### src/rtl/serial_adder.sv
// Bit-serial adder: operands are latched on the accepting edge and summed one
// bit per clock, LSB first. Sum, carry-out and signed overflow load together
// on the final RUN edge and hold until the next completion.
//
// Optional feature: define SERIAL_ADDER_SUB_EN to add a 'sub' input that turns
// the operation into a - b (b inverted, carry-in forced to 1).

module serial_adder #(
  parameter int unsigned WIDTH = 8
) (
  input  logic             clk,
  input  logic             rst,
  input  logic             start,
  input  logic [WIDTH-1:0] a,
  input  logic [WIDTH-1:0] b,
  input  logic             cin,
`ifdef SERIAL_ADDER_SUB_EN
  input  logic             sub,
`endif
  output logic             busy,
  output logic             done,
  output logic [WIDTH-1:0] sum,
  output logic             carry,
  output logic             overflow
);

  // Wide enough to hold WIDTH, so the counter never wraps during RUN.
  localparam int unsigned CntW = $clog2(WIDTH + 1);
  localparam logic [CntW-1:0] CntLast = CntW'(WIDTH - 1);
  localparam logic [CntW-1:0] CntOne  = CntW'(1);

  typedef enum logic [1:0] {
    StIdle = 2'd0,
    StRun  = 2'd1,
    StDone = 2'd2
  } state_e;

  state_e state_q, state_d;

  // Operand shift registers, running carry, bit counter, partial-sum shifter.
  logic [WIDTH-1:0] a_q, a_d;
  logic [WIDTH-1:0] b_q, b_d;
  logic             c_q, c_d;
  logic [CntW-1:0]  cnt_q, cnt_d;
  logic [WIDTH-1:0] acc_q, acc_d;

  // Architecturally visible result registers.
  logic [WIDTH-1:0] sum_q, sum_d;
  logic             carry_q, carry_d;
  logic             ovf_q, ovf_d;

  logic             accept;
  logic             last_bit;
  logic [WIDTH-1:0] op_b;
  logic             op_c;
  logic             s_bit;
  logic             c_next;

  assign accept   = (state_q == StIdle) && start;
  assign last_bit = (state_q == StRun) && (cnt_q == CntLast);

  // State register.
  always_ff @(posedge clk or posedge rst) begin
    if (rst) begin
      state_q <= StIdle;
    end else begin
      state_q <= state_d;
    end
  end

  // Next-state logic: DONE lasts exactly one cycle, start only matters in IDLE.
  always_comb begin
    state_d = state_q;
    unique case (state_q)
      StIdle: if (start)    state_d = StRun;
      StRun:  if (last_bit) state_d = StDone;
      StDone:               state_d = StIdle;
      default:              state_d = StIdle;
    endcase
  end

  // Status outputs decoded straight from the registered state.
  always_comb begin
    busy = 1'b0;
    done = 1'b0;
    unique case (state_q)
      StIdle: ;
      StRun:  busy = 1'b1;
      StDone: done = 1'b1;
      default: ;
    endcase
  end

  // Operand conditioning at the accepting edge: subtraction is a + ~b + 1.
  always_comb begin
`ifdef SERIAL_ADDER_SUB_EN
    op_b = sub ? ~b : b;
    op_c = sub ? 1'b1 : cin;
`else
    op_b = b;
    op_c = cin;
`endif
  end

  // One full-adder slice on the current LSBs of the shifting operands.
  always_comb begin
    s_bit  = a_q[0] ^ b_q[0] ^ c_q;
    c_next = (a_q[0] & b_q[0]) | (c_q & (a_q[0] ^ b_q[0]));
  end

  // Datapath next state: load on accept, shift one bit per RUN edge,
  // publish the result on the last RUN edge.
  always_comb begin
    a_d     = a_q;
    b_d     = b_q;
    c_d     = c_q;
    cnt_d   = cnt_q;
    acc_d   = acc_q;
    sum_d   = sum_q;
    carry_d = carry_q;
    ovf_d   = ovf_q;

    if (accept) begin
      a_d   = a;
      b_d   = op_b;
      c_d   = op_c;
      cnt_d = '0;
      acc_d = '0;
    end else if (state_q == StRun) begin
      a_d   = a_q >> 1;
      b_d   = b_q >> 1;
      c_d   = c_next;
      cnt_d = cnt_q + CntOne;
      // Result bits enter at the MSB so after WIDTH shifts bit 0 sits at LSB.
      acc_d = {s_bit, acc_q[WIDTH-1:1]};
      if (last_bit) begin
        sum_d   = acc_d;
        carry_d = c_next;
        // c_q here is the carry into the MSB slice.
        ovf_d   = c_q ^ c_next;
      end
    end
  end

  // Datapath registers; reset clears operands, carry, counter and results.
  always_ff @(posedge clk or posedge rst) begin
    if (rst) begin
      a_q     <= '0;
      b_q     <= '0;
      c_q     <= 1'b0;
      cnt_q   <= '0;
      acc_q   <= '0;
      sum_q   <= '0;
      carry_q <= 1'b0;
      ovf_q   <= 1'b0;
    end else begin
      a_q     <= a_d;
      b_q     <= b_d;
      c_q     <= c_d;
      cnt_q   <= cnt_d;
      acc_q   <= acc_d;
      sum_q   <= sum_d;
      carry_q <= carry_d;
      ovf_q   <= ovf_d;
    end
  end

  assign sum      = sum_q;
  assign carry    = carry_q;
  assign overflow = ovf_q;

endmodule

### config.mk
export PLATFORM = sky130hd
export DESIGN_NAME = serial_adder
export DESIGN_NICKNAME = d
export VERILOG_FILES = /design/src/rtl/serial_adder.sv
export SDC_FILE = /design/constraint.sdc
export NUM_CORES = 1
export LEC_CHECK = 0
export BUFFER_PORTS_ARGS = -buffer_cell sky130_fd_sc_hd__buf_4
export CORE_MARGIN = 2
export CORE_UTILIZATION = 48
export DETAILED_ROUTE_END_ITERATION = 12
export GPL_ROUTABILITY_DRIVEN = 1
export PLACE_DENSITY = 0.74
export SLEW_MARGIN = 20
export SYNTH_ARGS = -nofsm -noshare
export SYNTH_HDL_FRONTEND = slang
export SYNTH_SLANG_ARGS = --single-unit
### constraint.sdc
create_clock -name clk -period 1.3 [get_ports clk]
set_input_delay 0.13 -clock clk [delete_from_list [all_inputs] [get_ports clk]]
set_output_delay 0.13 -clock clk [all_outputs]
set_load 0.02 [all_outputs]
## Word level (Yosys, flattened, before mapping)

Cells that the tools add are included.
W data, S select, Z words.

| storage, ports and cells | value |
|---|---|
| register bits | 41 |
| input port bits | 20 |
| output and inout port bits | 12 |
| logic and storage cells | 43 |

| cells by class | value |
|---|---|
| $add $sub $neg | 1 |
| eq/ne operators | 5 |
| mux-type cells | 15 |
| bitwise operators | 7 |
| reduce and logical (&&, ||, !) cells | 6 |

Operators with widths:

| operator | number |
|---|---|
| $mux W8 | 6 |
| $mux W4 | 2 |
| $add A4 B1 Y4 const B | 1 |
| $eq A4 B3 Y1 const B | 1 |
| $mux W1 | 4 |
| $mux W2 | 2 |
| $ne A2 B2 Y1 const B | 2 |
| $pmux W2 S2 | 1 |
| $reduce_and A3 Y1 | 1 |
| $xor A1 B1 Y1 | 3 |
| $and A1 B1 Y1 | 2 |
| $eq A2 B1 Y1 const B | 1 |
| $eq A2 B2 Y1 const B | 1 |
| $logic_and A1 B1 Y1 | 2 |
| $logic_not A2 Y1 | 1 |
| $reduce_and A2 Y1 | 1 |
| $reduce_bool A2 Y1 | 1 |
| $not A1 Y1 | 1 |
| $or A1 B1 Y1 | 1 |

## Depth between registers and ports, before layout

| logic depth | value |
|---|---|
| depth after elaboration | 5 |
| depth in mapped cells | 5 |
| mapped depth without buffers | 4 |

## Least setup slack after synthesis

OpenSTA, ideal clock, no wires.

| path | value |
|---|---|
| path type | reg-to-reg |
| start point | register a_q[0] |
| end point | register ovf_q, in the netlist overflow |
| setup time | 125 ps |
| arrival | 1248 ps |
| data required time | 1175 ps |
| path slack | -73 ps |
| stages on the path, launching flop included | 4 |
| buffers on the path | 0 |
| clock period less this slack | 1373 ps |
| cell sequence | dfrtp_1 > fa_1 > xor2_1 > mux2_2 |

| on the way | value |
|---|---|
| word-level cells in the longest chain between the ends | 4 |
| elaborated cells between the ends (all ways) | 5 |
| classes of those cells | bitwise: 5 |

Ends and longest elaborated chain:

| item | line | text |
|---|---|---|
| start, declared | 41 | `logic [WIDTH-1:0] a_q, a_d;` |
| start signal, assigned | 148 | `a_q <= '0;` |
| start signal, assigned | 157 | `a_q <= a_d;` |
| $xor A1 B1 Y1 | 108 | `c_next = (a_q[0] & b_q[0]) \| (c_q & (a_q[0] ^ b_q[0]));` |
| $and A1 B1 Y1 | 108 |  |
| $or A1 B1 Y1 (*) | 108 |  |
| named net c_next | 57 | `logic c_next;` |
| $xor A1 B1 Y1 (*) | 140 | `ovf_d = c_q ^ c_next;` |
| end signal, assigned | 164 | `ovf_q <= ovf_d;` |
| end, declared | 50 | `logic ovf_q, ovf_d;` |

The timed path passes the listed nets; every way through them passes the cells marked *.
A chain may end at the register's enable or synchronous reset.

## Worst setup path after layout

| path | value |
|---|---|
| start point | register state_q[1] |
| end point | output busy |

| on the way | value |
|---|---|
| word-level cells in the longest chain between the ends | 2 |

Ends and longest elaborated chain:

| item | line | text |
|---|---|---|
| start, declared | 38 | `state_e state_q, state_d;` |
| start signal, assigned | 65 | `state_q <= StIdle;` |
| start signal, assigned | 67 | `state_q <= state_d;` |
| $eq A2 B1 Y1 | 86 | `unique case (state_q)` |
| $mux W1 | 86 |  |
| end, declared | 20 | `output logic busy,` |

No other way between the ends.

==> flow_summary.yaml <==
sta:
  slew_viol_final: 0
  holdWs_ps: 10.4
  fmax_ghz: 0.708
  setup_slack_ps: -113
  final_hold_viol_count: 0
  setup_viol: 13
  worst_pin_slew_ps: 485
  finalClockSkew_ps: 13.0
  fin_crit_ps: 1410
  rsz0062_at_grt: "true"
  fin_setup_tns_ps: -957
  max_slew_margin: 0.677
  fin_crit_sh: 1.09
floorplan:
  placementRows: 21
  die-width_um: 63.0
  die_h_um: 63.0
  core_area_um2: 3340
  start_util: 0.500
  dieArea_um2: 3970
  io_pins: 32
drt:
  wirelength_um: 3870
  ant_nets: 0
  firstDrtPassIters: 4
  drc_errors: 0
  initialDrtViolationCount: 42
  vias: 1385
  vias_per_cell: 5.05
  routedWlPerCell_um: 14.1
critical_path:
  rr_endpoint: "sum[7]"
  cp_slowest_cell: "dfrtp_1"
  critPathMostFrequentCell: "buf_6"
  critPathLaunchType: "flip-flop"
  crit_path_end_kind: "primary output"
  reg2reg_slack_ps: -90
  cp.arrival_ps: 1280
  r2r-start: "cnt_q[0]"
  path_cells: "nand2b_4 -> buf_6 -> clkinv_4 -> buf_6 -> buf_6"
  worstSetupPathType: "flip-flop to primary output"
  r2r_cells: 5
  critPathMaxFanout: 2
  max_stage_delay_ps: 400
  cp_data_required_time_ps: 1170
cts:
  clockBufferDepth: 2
  cts_root_buffer: "clkbuf_4"
  path_clk_slew_ps: 120
  clock-sinks: 40
  h-tree-depth: 2
  cts_tree: "done"
  insertion_delay_ps: 360
  numCtsBuffers: 5
worst_hold_path:
  holdCritStartpoint: "a[6]"
  hold_path_end: "a_q[6]"
  min_path_type: "primary input to flip-flop"
  whs_path_depth: 3
finish:
  area_growth_pct: 48.7
  seqCellArea_um2: 1000
  multi_input_area_um2: 676
  num_antenna_cells: 0
  drive_above_1_share: 0.386
  layout.nets: 249
  fillCellCount: 235
  finalNonFillerCells: 274
yosys:
  syn_area_per_cell_um2: 10.8
  synth-seq-area-share: 0.600
  ys_ff_latch: 40
  synth_edf_count: 0
  netlist_area_um2: 1670
  syn_inst: 154
  synth_top_flop_cell: "dfrtp_1"
  yosysUniqueCellTypes: 22
  synth.top_cells.by_area: "dfrtp_1 (60%), nand2_1 (11%), mux2_2 (6.7%)"
  yosysWarnings: 0
  synth_top_cell_by_area: "dfrtp_1"
  netlist.area_leader.share: 0.600
  synthArstFlopShare: 1.00
  syn_nets: 176
placement:
  place_ws_ps: -107
  hpwl_um: 2390
  port_buffers: 31
  place_inst: 241
  routabilityCongestion: 0.711
global_route:
  grt_first_pass_wirelength_um: 6470
  grt_usage: 0.214
  grt_max_degree: 41
  antenna_found_initial: 0
  grt_overflow: 0
  grt_pass1_vias: 1436
pwr:
  power.density_nw_per_um2: 2180
  p_leak_nw: 1.23
  ir_worst_vdd_uv: 1240
  power_w: 0.00541
flow_run:
  maxCapViolations: 0
status:
  violations: "setup timing"
  status: "finished, violations left"
## final cells by class
class	instances	share of cell area
clock inverters	2	0.0156
flip-flops and latches	40	0.403
clock buffers	6	0.0207
well taps	46	0.0232
repair buffers	74	0.260
inverters	2	0.00504
multi-input cells	104	0.272
## worst max-delay path: cells and delay by family (launching register included)
family | cells | cell delay [ps]
flip-flops | 1 | 400
buffers and inverters | 4 | 360
AND/OR/NAND/NOR | 1 | 160
## metal layers
layer  global-route usage  wire (um)  up-vias
met2                0.371       2030       27
li1                     -          -      664
met5                    0          0        -
met3               0.0595        133        8
met1                0.250       1650      686
met4               0.0833         57        0
## through the flow
step           utilization  area, um^2
3_3_place_gp         0.626        2090
4_1_cts              0.721        2410
5_1_grt              0.744        2480
2_1_floorplan            -        1670
3_5_place_dp         0.626        2090
6_report             0.744        2480
## worst max-delay path by stage
stage,startpoint,endpoint,slack (ps),depth (start not counted)
finish,state_q[1],busy,-110,5
global route,state_q[0],busy,-180,5
CTS,state_q[0],busy,-130,5
detailed placement,cnt_q[1],sum[5],-110,5
global placement,state_q[1],sum[5],-70,4
floorplan,cnt_q[0],carry,-70,5
## power by group
part           switching [W]  leakage (nW)  internal (W)
logic                0.00119         0.667       0.00123
clock network       0.000438        0.0484      0.000461
registers           0.000336         0.514       0.00177
total                0.00196          1.23       0.00345
## cells in the final DEF, fill, tap and decap left out, types with 2 or more instances in the layout
master / netlist / layout
buf_4: 1 / 47
dfrtp_1: 40 / 40
a22oi_1: 14 / 10
clkinv_4: 0 / 2
nand2_1: 51 / 50
clkbuf_4: 0 / 5
dlygate4sd3_1: 0 / 17
a22oi_2: 0 / 4
mux2i_1: 2 / 2
buf_6: 0 / 9
mux2_2: 10 / 10
o21ai_1: 0 / 2
nand2b_1: 2 / 2
o21ai_0: 13 / 11
## cells in the mapped netlist, types with 2 or more instances
master	number
mux2i_1	2
o21ai_0	13
clkbuf_1	3
o21bai_1	2
mux2_2	10
a22oi_1	14
nor3b_1	2
buf_2	4
nand2_1	51
nand2b_1	2
dfrtp_1	40
## kinds of logic after synthesis
logic type               count (synthesis)  synth area share
AO/OA/AOI/OAI                           30             0.115
XOR/XNOR                                 1           0.00525
adder cells (fa/ha/maj)                  2            0.0195
buffers and inverters                   10            0.0277
flip-flops                              40             0.600
multiplexers                            12            0.0795
AND/OR/NAND/NOR                         59             0.153
## registers in the layout, indices dropped and copies added (netlist names)
| signal | flops |
|---|---|
| overflow | 1 |
| state_q | 2 |
| carry | 1 |
| cnt_q | 4 |
| sum | 8 |
| a_q | 8 |
| b_q | 8 |
| acc_q | 7 |
| c_q | 1 |
## repair_timing
item / in CTS / in global routing
pin swaps: 0 / 1
buffers inserted: 3 / 5
endpoints found under the setup margin: 31 / 38
endpoints found under the hold margin: 56 / 0
gates resized for setup: 9 / 17
hold buffers: 17 / 0
cloned: 0 / 2
Power figures use the tool's default switching activity.
